**config.mk**
```make
export PLATFORM = sky130hd
export DESIGN_NAME = sync_fifo_ext_flat
export DESIGN_NICKNAME = d
export VERILOG_FILES = /design/src/rtl/sync_fifo_ext_if.sv /design/src/rtl/sync_fifo_ext.sv /design/src/flat_wrapper.sv
export SDC_FILE = /design/constraint.sdc
export NUM_CORES = 1
export LEC_CHECK = 0
export ABC_CLOCK_PERIOD_IN_PS = 8300
export CAP_MARGIN = 20
export CORE_ASPECT_RATIO = 1.75
export CORE_UTILIZATION = 50
export CTS_BUF_LIST = sky130_fd_sc_hd__clkbuf_4
export DETAILED_ROUTE_END_ITERATION = 10
export PLACE_DENSITY_LB_ADDON = 0.15
export SLEW_MARGIN = 20
export SYNTH_ARGS = -nofsm -noshare
export SYNTH_HDL_FRONTEND = slang
export SYNTH_SLANG_ARGS = --single-unit
```
**constraint.sdc**
```tcl
create_clock -name i_CLK -period 8.3 [get_ports i_CLK]
set_input_delay 1.66 -clock i_CLK [delete_from_list [all_inputs] [get_ports i_CLK]]
set_output_delay 1.66 -clock i_CLK [all_outputs]
set_load 0.005 [all_outputs]
```
**src/rtl/sync_fifo_ext_if.sv**
```systemverilog
// Handshake and status bundle between a FIFO and the logic that drives it.
// The master side pushes, pops and clears errors; the slave side is the FIFO.
interface sync_fifo_ext_if #(
    parameter int p_ADDRESS_WIDTH = 4,
    parameter int p_DATA_WIDTH    = 8
);
    logic                       i_WRITE_REQUEST;
    logic                       i_READ_REQUEST;
    logic [p_DATA_WIDTH-1:0]    i_INPUT;
    logic                       i_CLEAR_ERRORS;
    logic [p_DATA_WIDTH-1:0]    o_OUTPUT;
    logic                       o_OUTPUT_VALID;
    logic                       o_FIFO_EMPTY;
    logic                       o_FIFO_FULL;
    logic                       o_FIFO_ALMOST_EMPTY;
    logic                       o_FIFO_ALMOST_FULL;
    logic [p_ADDRESS_WIDTH:0]   o_FILL_COUNT;
    logic                       o_OVERFLOW;
    logic                       o_UNDERFLOW;

    modport master (
        output i_WRITE_REQUEST, i_READ_REQUEST, i_INPUT, i_CLEAR_ERRORS,
        input  o_OUTPUT, o_OUTPUT_VALID, o_FIFO_EMPTY, o_FIFO_FULL,
               o_FIFO_ALMOST_EMPTY, o_FIFO_ALMOST_FULL, o_FILL_COUNT,
               o_OVERFLOW, o_UNDERFLOW
    );

    modport slave (
        input  i_WRITE_REQUEST, i_READ_REQUEST, i_INPUT, i_CLEAR_ERRORS,
        output o_OUTPUT, o_OUTPUT_VALID, o_FIFO_EMPTY, o_FIFO_FULL,
               o_FIFO_ALMOST_EMPTY, o_FIFO_ALMOST_FULL, o_FILL_COUNT,
               o_OVERFLOW, o_UNDERFLOW
    );
endinterface

```
**src/rtl/sync_fifo_ext.sv**
```systemverilog
// Single-clock FIFO using all 2**p_ADDRESS_WIDTH entries, with registered status
// flags, exact fill count, sticky error flags and optional first-word-fall-through.
module sync_fifo_ext #(
    parameter int p_ADDRESS_WIDTH      = 4,
    parameter int p_DATA_WIDTH         = 8,
    parameter int p_ALMOST_FULL_LEVEL  = 12,
    parameter int p_ALMOST_EMPTY_LEVEL = 4,
    parameter int p_FWFT               = 0
) (
    input  logic               i_CLK,
    input  logic               i_RESET,
    sync_fifo_ext_if.slave     fifo_bus
);
    localparam int c_DEPTH = 2 ** p_ADDRESS_WIDTH;
    localparam logic [p_ADDRESS_WIDTH:0] c_CNT_ZERO = (p_ADDRESS_WIDTH+1)'(0);
    localparam logic [p_ADDRESS_WIDTH:0] c_CNT_ONE  = (p_ADDRESS_WIDTH+1)'(1);
    localparam logic [p_ADDRESS_WIDTH:0] c_CNT_FULL = (p_ADDRESS_WIDTH+1)'(c_DEPTH);
    localparam logic [p_ADDRESS_WIDTH:0] c_CNT_AF   = (p_ADDRESS_WIDTH+1)'(p_ALMOST_FULL_LEVEL);
    localparam logic [p_ADDRESS_WIDTH:0] c_CNT_AE   = (p_ADDRESS_WIDTH+1)'(p_ALMOST_EMPTY_LEVEL);
    localparam logic [p_ADDRESS_WIDTH-1:0] c_PTR_ONE = p_ADDRESS_WIDTH'(1);

    if (p_ALMOST_FULL_LEVEL < 1 || p_ALMOST_FULL_LEVEL > c_DEPTH) begin : g_bad_almost_full
        $error("sync_fifo_ext: p_ALMOST_FULL_LEVEL must lie in 1..2**p_ADDRESS_WIDTH");
    end
    if (p_ALMOST_EMPTY_LEVEL < 0 || p_ALMOST_EMPTY_LEVEL > c_DEPTH - 1) begin : g_bad_almost_empty
        $error("sync_fifo_ext: p_ALMOST_EMPTY_LEVEL must lie in 0..2**p_ADDRESS_WIDTH-1");
    end

    logic [p_DATA_WIDTH-1:0]    mem_r [c_DEPTH];
    logic [p_ADDRESS_WIDTH-1:0] wr_ptr_r;
    logic [p_ADDRESS_WIDTH-1:0] rd_ptr_r;
    logic [p_ADDRESS_WIDTH-1:0] rd_ptr_nxt_s;
    logic [p_ADDRESS_WIDTH:0]   count_r;
    logic [p_ADDRESS_WIDTH:0]   count_nxt_s;
    logic                       empty_r, full_r, almost_empty_r, almost_full_r;
    logic                       overflow_r, underflow_r, valid_r, valid_nxt_s;
    logic [p_DATA_WIDTH-1:0]    out_r, out_nxt_s;
    logic                       read_ok_s, write_ok_s;

    // Accept decisions, next count/pointer and next output word from pre-edge state
    always_comb begin
        read_ok_s    = fifo_bus.i_READ_REQUEST && !empty_r;
        write_ok_s   = fifo_bus.i_WRITE_REQUEST && (!full_r || read_ok_s);
        rd_ptr_nxt_s = rd_ptr_r;
        count_nxt_s  = count_r;
        out_nxt_s    = out_r;
        valid_nxt_s  = 1'b0;

        if (read_ok_s) begin
            rd_ptr_nxt_s = rd_ptr_r + c_PTR_ONE;
        end else begin
            rd_ptr_nxt_s = rd_ptr_r;
        end

        case ({write_ok_s, read_ok_s})
            2'b10:   count_nxt_s = count_r + c_CNT_ONE;
            2'b01:   count_nxt_s = count_r - c_CNT_ONE;
            default: count_nxt_s = count_r;
        endcase

        // FWFT pre-loads the head word; a word landing on the new head is forwarded
        if (p_FWFT != 0) begin
            valid_nxt_s = (count_nxt_s != c_CNT_ZERO);
            if (write_ok_s && (wr_ptr_r == rd_ptr_nxt_s)) begin
                out_nxt_s = fifo_bus.i_INPUT;
            end else begin
                out_nxt_s = mem_r[rd_ptr_nxt_s];
            end
        end else begin
            valid_nxt_s = read_ok_s;
            if (read_ok_s) begin
                out_nxt_s = mem_r[rd_ptr_r];
            end else begin
                out_nxt_s = out_r;
            end
        end
    end

    // Storage array; contents deliberately survive reset
    always_ff @(posedge i_CLK) begin
        if (!i_RESET && write_ok_s) begin
            mem_r[wr_ptr_r] <= fifo_bus.i_INPUT;
        end
    end

    // Pointers, count, flags and output registers; flags track the post-edge count
    always_ff @(posedge i_CLK) begin
        if (i_RESET) begin
            wr_ptr_r       <= '0;
            rd_ptr_r       <= '0;
            count_r        <= c_CNT_ZERO;
            empty_r        <= 1'b1;
            full_r         <= 1'b0;
            almost_empty_r <= 1'b1;
            almost_full_r  <= 1'b0;
            overflow_r     <= 1'b0;
            underflow_r    <= 1'b0;
            out_r          <= '0;
            valid_r        <= 1'b0;
        end else begin
            if (write_ok_s) begin
                wr_ptr_r <= wr_ptr_r + c_PTR_ONE;
            end
            rd_ptr_r       <= rd_ptr_nxt_s;
            count_r        <= count_nxt_s;
            empty_r        <= (count_nxt_s == c_CNT_ZERO);
            full_r         <= (count_nxt_s == c_CNT_FULL);
            almost_empty_r <= (count_nxt_s <= c_CNT_AE);
            almost_full_r  <= (count_nxt_s >= c_CNT_AF);
            out_r          <= out_nxt_s;
            valid_r        <= valid_nxt_s;
            // A new error in the clearing cycle wins over the clear
            if (fifo_bus.i_WRITE_REQUEST && !write_ok_s) begin
                overflow_r <= 1'b1;
            end else if (fifo_bus.i_CLEAR_ERRORS) begin
                overflow_r <= 1'b0;
            end
            if (fifo_bus.i_READ_REQUEST && !read_ok_s) begin
                underflow_r <= 1'b1;
            end else if (fifo_bus.i_CLEAR_ERRORS) begin
                underflow_r <= 1'b0;
            end
        end
    end

    assign fifo_bus.o_OUTPUT            = out_r;
    assign fifo_bus.o_OUTPUT_VALID      = valid_r;
    assign fifo_bus.o_FIFO_EMPTY        = empty_r;
    assign fifo_bus.o_FIFO_FULL         = full_r;
    assign fifo_bus.o_FIFO_ALMOST_EMPTY = almost_empty_r;
    assign fifo_bus.o_FIFO_ALMOST_FULL  = almost_full_r;
    assign fifo_bus.o_FILL_COUNT        = count_r;
    assign fifo_bus.o_OVERFLOW          = overflow_r;
    assign fifo_bus.o_UNDERFLOW         = underflow_r;
endmodule

```
**src/flat_wrapper.sv**
```systemverilog
// flat-port wrapper written by rule: the top's interface ports become plain ports
module sync_fifo_ext_flat 
#(
    parameter int p_ADDRESS_WIDTH      = 4,
    parameter int p_DATA_WIDTH         = 8,
    parameter int p_ALMOST_FULL_LEVEL  = 12,
    parameter int p_ALMOST_EMPTY_LEVEL = 4,
    parameter int p_FWFT               = 0
)
  (i_CLK, i_RESET, fifo_bus_i_WRITE_REQUEST, fifo_bus_i_READ_REQUEST, fifo_bus_i_INPUT, fifo_bus_i_CLEAR_ERRORS, fifo_bus_o_OUTPUT, fifo_bus_o_OUTPUT_VALID, fifo_bus_o_FIFO_EMPTY, fifo_bus_o_FIFO_FULL, fifo_bus_o_FIFO_ALMOST_EMPTY, fifo_bus_o_FIFO_ALMOST_FULL, fifo_bus_o_FILL_COUNT, fifo_bus_o_OVERFLOW, fifo_bus_o_UNDERFLOW);
  sync_fifo_ext_if #(.p_ADDRESS_WIDTH(p_ADDRESS_WIDTH), .p_DATA_WIDTH(p_DATA_WIDTH)) fifo_bus_i ();
  input  logic i_CLK;
  input  logic i_RESET;
  input wire logic [$bits(fifo_bus_i.i_WRITE_REQUEST)-1:0] fifo_bus_i_WRITE_REQUEST;
  input wire logic [$bits(fifo_bus_i.i_READ_REQUEST)-1:0] fifo_bus_i_READ_REQUEST;
  input wire logic [$bits(fifo_bus_i.i_INPUT)-1:0] fifo_bus_i_INPUT;
  input wire logic [$bits(fifo_bus_i.i_CLEAR_ERRORS)-1:0] fifo_bus_i_CLEAR_ERRORS;
  output wire logic [$bits(fifo_bus_i.o_OUTPUT)-1:0] fifo_bus_o_OUTPUT;
  output wire logic [$bits(fifo_bus_i.o_OUTPUT_VALID)-1:0] fifo_bus_o_OUTPUT_VALID;
  output wire logic [$bits(fifo_bus_i.o_FIFO_EMPTY)-1:0] fifo_bus_o_FIFO_EMPTY;
  output wire logic [$bits(fifo_bus_i.o_FIFO_FULL)-1:0] fifo_bus_o_FIFO_FULL;
  output wire logic [$bits(fifo_bus_i.o_FIFO_ALMOST_EMPTY)-1:0] fifo_bus_o_FIFO_ALMOST_EMPTY;
  output wire logic [$bits(fifo_bus_i.o_FIFO_ALMOST_FULL)-1:0] fifo_bus_o_FIFO_ALMOST_FULL;
  output wire logic [$bits(fifo_bus_i.o_FILL_COUNT)-1:0] fifo_bus_o_FILL_COUNT;
  output wire logic [$bits(fifo_bus_i.o_OVERFLOW)-1:0] fifo_bus_o_OVERFLOW;
  output wire logic [$bits(fifo_bus_i.o_UNDERFLOW)-1:0] fifo_bus_o_UNDERFLOW;
  assign fifo_bus_i.i_WRITE_REQUEST = fifo_bus_i_WRITE_REQUEST;
  assign fifo_bus_i.i_READ_REQUEST = fifo_bus_i_READ_REQUEST;
  assign fifo_bus_i.i_INPUT = fifo_bus_i_INPUT;
  assign fifo_bus_i.i_CLEAR_ERRORS = fifo_bus_i_CLEAR_ERRORS;
  assign fifo_bus_o_OUTPUT = fifo_bus_i.o_OUTPUT;
  assign fifo_bus_o_OUTPUT_VALID = fifo_bus_i.o_OUTPUT_VALID;
  assign fifo_bus_o_FIFO_EMPTY = fifo_bus_i.o_FIFO_EMPTY;
  assign fifo_bus_o_FIFO_FULL = fifo_bus_i.o_FIFO_FULL;
  assign fifo_bus_o_FIFO_ALMOST_EMPTY = fifo_bus_i.o_FIFO_ALMOST_EMPTY;
  assign fifo_bus_o_FIFO_ALMOST_FULL = fifo_bus_i.o_FIFO_ALMOST_FULL;
  assign fifo_bus_o_FILL_COUNT = fifo_bus_i.o_FILL_COUNT;
  assign fifo_bus_o_OVERFLOW = fifo_bus_i.o_OVERFLOW;
  assign fifo_bus_o_UNDERFLOW = fifo_bus_i.o_UNDERFLOW;
  sync_fifo_ext #(.p_ADDRESS_WIDTH(p_ADDRESS_WIDTH), .p_DATA_WIDTH(p_DATA_WIDTH), .p_ALMOST_FULL_LEVEL(p_ALMOST_FULL_LEVEL), .p_ALMOST_EMPTY_LEVEL(p_ALMOST_EMPTY_LEVEL), .p_FWFT(p_FWFT)) u_core (.i_CLK(i_CLK), .i_RESET(i_RESET), .fifo_bus(fifo_bus_i));
endmodule
```
==> impl_metrics.env, run 1 <==
export IMPL_relSlewSlack_pct=34.1
export IMPL_ys_async_sr_fraction_pct=0
export IMPL_avgViaCountPerCell=5.60
export IMPL_drt_iter0_drc=192
export IMPL_tightest_slew_ns=0.985
export IMPL_timing_fmax_mhz=227
export IMPL_place_congestion=0.761
export IMPL_critPathLaunchType="primary input"
export IMPL_finalMaxSlewViolations=0
export IMPL_p_comb_share_pct=14.4
export IMPL_synth_top_cell_area_share_pct=62.1
export IMPL_required_ns=8.74
export IMPL_crit_buf_inv=4
export IMPL_setup_tns_final_ns=0
export IMPL_post_route_drc_count=0
export IMPL_root_buffer="clkbuf_4"
export IMPL_wl_met2_microns=6810
export IMPL_synthAdderAreaFrac_pct=1.62
export IMPL_maxCapViolCount=0
export IMPL_fin_area_sq_um=7010
export IMPL_yosys_top_cells_count="128 x edfxtp_1, 37 x nor2_1, 28 x dfxtp_1, 20 x a21oi_1, 17 x a22oi_1"
export IMPL_p_leak_nw=2.30
export IMPL_setup_viol=0
export IMPL_yosys_top_cells_area="edfxtp_1 62%, dfxtp_1 9.1%, mux4_1 6.8%, mux4_2 5.8%, nor2_1 2.2%"
export IMPL_cts_hold_buf=0
export IMPL_grt_pass1_vias=3260
export IMPL_nets=414
export IMPL_cpPeakStageDelay_ns=0.48
export IMPL_dpl_cell_area_sq_um=6650
export IMPL_drt_pass1_iterations=4
export IMPL_yosysWarnings=0
export IMPL_grt_max_degree=36
export IMPL_hold_viol=0
export IMPL_p_clk_share_pct=32.9
export IMPL_clkSinkCount=156
export IMPL_io_pins=33
export IMPL_p_int_mw=1.30
export IMPL_yosys_area_top_type="edfxtp_1"
export IMPL_route_met3_wl_microns=404
export IMPL_ys_ff_latch=156
export IMPL_power_density_nw_per_um2=242
export IMPL_rsz0062_at_grt="false"
export IMPL_grt_overflow_total=0
export IMPL_met1Wirelength_microns=4490
export IMPL_synth_area_sq_um=6180
export IMPL_die_w_microns=86.1
export IMPL_ys_types=41
export IMPL_postRouteAntennaNets=0
export IMPL_grt_pass1_wl_microns=18400
export IMPL_pre_cts_ws_ns=3.33
export IMPL_drive_above_1_share_pct=14.3
export IMPL_slowest_stage="clkdlybuf4s50_1"
export IMPL_synth_xor_xnor_area_share_pct=1.56
export IMPL_grt_antenna_before_repair=1
export IMPL_cp_max_fo=21
export IMPL_ir_worst_vdd_mv=0.179
export IMPL_area_delta_synth_final_pct=13.4
export IMPL_synth_compound_area_share_pct=5.20
export IMPL_crit_chain="clkdlybuf4s50_1, nand2b_1, buf_4, a21boi_1, inv_1, ha_1, xor2_1, ha_1, or3b_1, a32oi_1, xor2_1, or2_1, inv_2, and3_1"
export IMPL_status="complete, no violations"
export IMPL_num_rows=53
export IMPL_core_sq_um=12000
export IMPL_cts_tree="built"
export IMPL_synthesis_nets=377
export IMPL_setup_ws_ns=3.89
export IMPL_path_class="in -> reg"
export IMPL_via_count=3195
export IMPL_synth_seq_area_share_pct=71.2
export IMPL_routed_wl_microns=11900
export IMPL_dp_hpwl_microns=7980
export IMPL_fin_crit_sh_pct=53.2
export IMPL_skew_ns=0.0218
export IMPL_cts_made_buffers=17
export IMPL_synth_simple_gate_area_share_pct=5.04
export IMPL_netlist_instances=356
export IMPL_ys_flop_type="edfxtp_1"
export IMPL_die_area_sq_um=12800
export IMPL_start_util_pct=51.5
export IMPL_cts_max_level=4
export IMPL_numPortBuffers=32
export IMPL_avgSynthCellArea_sq_um=17.4
export IMPL_switchingPower_mw=0.392
export IMPL_seq_power_share_pct=52.7
export IMPL_clkTransAtPathRegs_ns=0.13
export IMPL_top_layer="met4"
export IMPL_synth_top_family_by_area="multiplexers"
export IMPL_synth_edf_count=128
export IMPL_min_path_type="reg -> reg"
export IMPL_total_power_mw=1.70
export IMPL_clockBufferDepth=2
export IMPL_clk_latency_ns=0.53
export IMPL_power_share_switching_pct=23.1
export IMPL_post_cts_buffers=0
export IMPL_wl_per_cell_microns=20.9
export IMPL_die_y_microns=149
export IMPL_critical_path_top_delay_family="buffers and inverters"
export IMPL_yosysMostFrequentCell="edfxtp_1"
export IMPL_arrival_ns=4.86
export IMPL_track_usage_pct=20.5
export IMPL_muxShareOfSynthArea_pct=12.9
export IMPL_final_min_clock_period_ns=4.41
export IMPL_ctsResizeCount=0
export IMPL_endpoint_kind="flip-flop"
==> layout by cell type (no fill, tap or decap), types with 2 or more instances in the layout <==
master and n:
clkinv_1 2, nor3_1 4, mux4_2 16, mux4_1 16
nor2b_1 3, clkinv_4 2, nand2_1 11, clkdlybuf4s50_1 32
a22oi_1 17, xor2_1 8, dfxtp_1 27, xnor2_1 3
ha_1 8, bufinv_16 6, and2_1 2, a21oi_1 20
inv_1 7, nor2_1 37, mux2i_1 2, a32oi_1 2
nand4_1 2, clkbuf_4 19, clkinvlp_4 2, nand2b_1 3
o21ai_0 2, edfxtp_1 128, buf_4 7
==> final timing paths <==
kind | start | endpoint | slack, ns | cells past startpoint
setup / recovery | fifo_bus_i_READ_REQUEST | u_core.fifo_bus.o_FIFO_FULL$_SDFF_PP0_ | 3.89 | 14
hold / removal | u_core.fifo_bus.o_OUTPUT[3]$_SDFFE_PP0P_ | u_core.fifo_bus.o_OUTPUT[3]$_SDFFE_PP0P_ | 0.50 | 2
setup reg to reg | u_core.fifo_bus.o_FIFO_EMPTY$_SDFF_PP1_ | u_core.fifo_bus.o_FIFO_FULL$_SDFF_PP0_ | 5.08 | 13
hold reg to reg | u_core.fifo_bus.o_OUTPUT[3]$_SDFFE_PP0P_ | u_core.fifo_bus.o_OUTPUT[3]$_SDFFE_PP0P_ | 0.50 | 2
==> area by class of cell <==
cell class | instances | area (sq um)
clock inverter | 12 | 220
fill | 948 | 4990
timing repair buffer | 39 | 373
sequential | 156 | 4410
multi-input combinational | 171 | 1630
tap | 165 | 206
inverter | 8 | 30.0
clock buffer | 19 | 143
antenna | 1 | 2.50
==> stage by stage <==
step	hold WS [ns]	utilization (%)	instances
floorplan	0.476	-	356
global placement	0.477	55.4	539
detailed placement	0.482	55.4	539
CTS	0.509	58.4	570
global route	0.546	58.4	571
finish	0.500	58.4	571
==> worst reg2reg max path, cell delays in order, from the launching register on <==
cell and delay [ns]:
dfxtp_1 0.34, nand2b_1 0.14, buf_4 0.20, a21boi_1 0.39, inv_1 0.18, ha_1 0.32
xor2_1 0.18, ha_1 0.21, or3b_1 0.36, a32oi_1 0.24, xor2_1 0.22, or2_1 0.18
inv_2 0.04, and3_1 0.15
==> metal layers <==
metal / global-route usage (%) / up-vias
met5: 0 / -
met4: 8.00 / 0
met3: 4.59 / 14
met2: 37.4 / 81
met1: 22.7 / 1626
li1: - / 1474
==> power by group through the flow <==
stage	sequential [mW]	combinational, mW	clock (mW)
floorplan	0.905	0.174	0
global placement	0.912	0.246	0
detailed placement	0.913	0.248	0
CTS	0.895	0.249	0.566
global route	0.899	0.268	0.601
finish	0.894	0.244	0.558
==> sequential cells by signal, summed over array words and instances, names as in the netlist <==
name and cells:
u_core.fifo_bus.o_FIFO_FULL 1, u_core.wr_ptr_r 4, u_core.fifo_bus.o_UNDERFLOW 1, u_core.fifo_bus.o_OUTPUT 8, u_core.fifo_bus.o_FIFO_ALMOST_FULL 1, u_core.fifo_bus.o_FIFO_EMPTY 1, u_core.fifo_bus.o_OUTPUT_VALID 1, u_core.fifo_bus.o_FILL_COUNT 5
u_core.rd_ptr_r 4, u_core.fifo_bus.o_OVERFLOW 1, u_core.fifo_bus.o_FIFO_ALMOST_EMPTY 1, u_core.mem_r 128
==> logic make-up after synthesis <==
group,after synthesis
xor gates and xnor gates,11
adders and majority gates,8
buffers and inverters,29
muxes,34
AOI/OAI and AO/OA,49
DFF,156
and+or+nand+nor,69
(Power assumes the default switching activity.)
==> run 2: changes to the inputs <==
--- a/config.mk
+++ b/config.mk
@@ -5,7 +5,7 @@
 export SDC_FILE = /design/constraint.sdc
 export NUM_CORES = 1
 export LEC_CHECK = 0
-export ABC_CLOCK_PERIOD_IN_PS = 8300
+export ABC_CLOCK_PERIOD_IN_PS = 4200
 export CAP_MARGIN = 20
 export CORE_ASPECT_RATIO = 1.75
 export CORE_UTILIZATION = 50
==> constraint.sdc (replaced) <==
create_clock -name i_CLK -period 4.2 [get_ports i_CLK]
set_input_delay 0.84 -clock i_CLK [delete_from_list [all_inputs] [get_ports i_CLK]]
set_output_delay 0.84 -clock i_CLK [all_outputs]
set_load 0.005 [all_outputs]
==> impl_metrics.env, run 2 (synthesis results as in run 1) <==
export IMPL_min_path_type="reg -> reg"
export IMPL_grt_pass1_wl_microns=18000
export IMPL_ir_worst_vdd_mv=0.227
export IMPL_final_cell_mix="128 x edfxtp_1, 37 x nor2_1, 32 x clkdlybuf4s50_1"
export IMPL_via_count=3191
export IMPL_die_y_microns=149
export IMPL_tightest_slew_ns=0.831
export IMPL_routed_wl_microns=11700
export IMPL_grt_overflow_total=0
export IMPL_arrival_ns=3.66
export IMPL_clkSinkCount=156
export IMPL_rsz0062_at_grt="false"
export IMPL_die_w_microns=86.1
export IMPL_numPortBuffers=32
export IMPL_holdPathStages=2
export IMPL_clockBufferDepth=2
export IMPL_path_class="in -> reg"
export IMPL_critPathLaunchType="primary input"
export IMPL_drive_above_1_share_pct=17.3
export IMPL_grt_pass1_vias=3296
export IMPL_relSlewSlack_pct=44.4
export IMPL_ctsResizeCount=0
export IMPL_maxCapViolCount=0
export IMPL_required_ns=4.64
export IMPL_r2r_cells=12
export IMPL_cts_max_level=4
export IMPL_cp_max_fo=19
export IMPL_skew_ns=0.0160
export IMPL_drt_pass1_iterations=4
export IMPL_grt_max_degree=28
export IMPL_finalNonFillerCells=582
export IMPL_start_util_pct=51.5
export IMPL_dp_cells=549
export IMPL_regMostFlops="u_core.mem_r"
export IMPL_cts_hold_buf=0
export IMPL_status="complete, no violations"
export IMPL_timing_fmax_mhz=310
export IMPL_fin_crit_sh_pct=76.7
export IMPL_num_rows=53
export IMPL_setup_viol=0
export IMPL_hold_viol=0
export IMPL_clk_latency_ns=0.53
export IMPL_area_delta_synth_final_pct=12.7
export IMPL_die_area_sq_um=12800
export IMPL_track_usage_pct=19.9
export IMPL_clkTransAtPathRegs_ns=0.13
export IMPL_post_route_drc_count=0
export IMPL_final_common_cell="edfxtp_1"
export IMPL_io_pins=33
export IMPL_largest_reg_flops=128
export IMPL_core_sq_um=12000
export IMPL_cts_tree="built"
export IMPL_endpoint_kind="flip-flop"
export IMPL_drt_iter0_drc=202
export IMPL_p_leak_nw=2.31
export IMPL_nets=424
export IMPL_grt_antenna_before_repair=1
export IMPL_post_cts_buffers=0
export IMPL_postLayoutCoreUtil_pct=58.1
export IMPL_hold_slack_ns=0.503
export IMPL_cts_made_buffers=17
export IMPL_dp_hpwl_microns=8170
export IMPL_avgViaCountPerCell=5.48
export IMPL_finalMaxSlewViolations=0
export IMPL_wl_per_cell_microns=20.2
export IMPL_setup_tns_final_ns=0
export IMPL_final_min_clock_period_ns=3.22
export IMPL_power_density_nw_per_um2=437
export IMPL_postRouteAntennaNets=0
export IMPL_place_congestion=0.805
export IMPL_root_buffer="clkbuf_4"
## run 2: stage by stage
step | setup slack (ns) | power [mW] | cell area, sq um
final | 0.977 | 3.05 | 6970
after global routing | 0.791 | 3.19 | 6970
after CTS | 1.04 | 3.08 | 6970
after detailed placement | 0.441 | 2.30 | 6720
after global placement | 0.528 | 2.29 | 6720
after floorplan | 1.09 | 2.13 | 6180
## run 2: area by class of cell
type	instances	area (sq um)
antenna	1	2.50
clock buffer	17	128
clock inverter	15	116
fill	928	5030
inverter	8	30.0
multi-input combinational	171	1630
sequential	156	4410
tap	165	206
timing repair buffer	49	448
## run 2: path summary, 6_finish.rpt
path | to | slack (ns) | from
setup / recovery | u_core.fifo_bus.o_FIFO_FULL$_SDFF_PP0_ | 0.98 | fifo_bus_i_READ_REQUEST
hold / removal | u_core.fifo_bus.o_OUTPUT[6]$_SDFFE_PP0P_ | 0.50 | u_core.fifo_bus.o_OUTPUT[6]$_SDFFE_PP0P_
setup reg to reg | u_core.fifo_bus.o_FIFO_FULL$_SDFF_PP0_ | 1.36 | u_core.fifo_bus.o_FIFO_EMPTY$_SDFF_PP1_
hold reg to reg | u_core.fifo_bus.o_OUTPUT[6]$_SDFFE_PP0P_ | 0.50 | u_core.fifo_bus.o_OUTPUT[6]$_SDFFE_PP0P_
## run 2: worst max-delay path: stages
cell and delay (ns):
clkdlybuf4s50_1 0.49, nand2b_1 0.09, buf_4 0.21, inv_1 0.19, ha_1 0.32, xor2_1 0.19
ha_1 0.20, or3b_1 0.35, a32oi_1 0.24, xor2_1 0.18, or2_1 0.17, inv_2 0.05
and3_1 0.15
## run 2: per-layer routing
layer  routed length [microns]  GRT usage [%]  vias up  share of wire [%]
li1                          -              -     1497                  -
met1                      4460           21.9     1599                 38
met3                       399           4.87       18                3.4
met4                       285           8.92        0                2.4
met5                         0              0        -                  0
met2                      6590           35.9       77                 56
## run 2: power breakdown
group          leakage, nW  switching [mW]  total (mW)  internal, mW
clock                0.135           0.546       0.791         0.245
sequential            1.38          0.0794        1.80          1.72
combinational        0.790           0.195       0.453         0.258
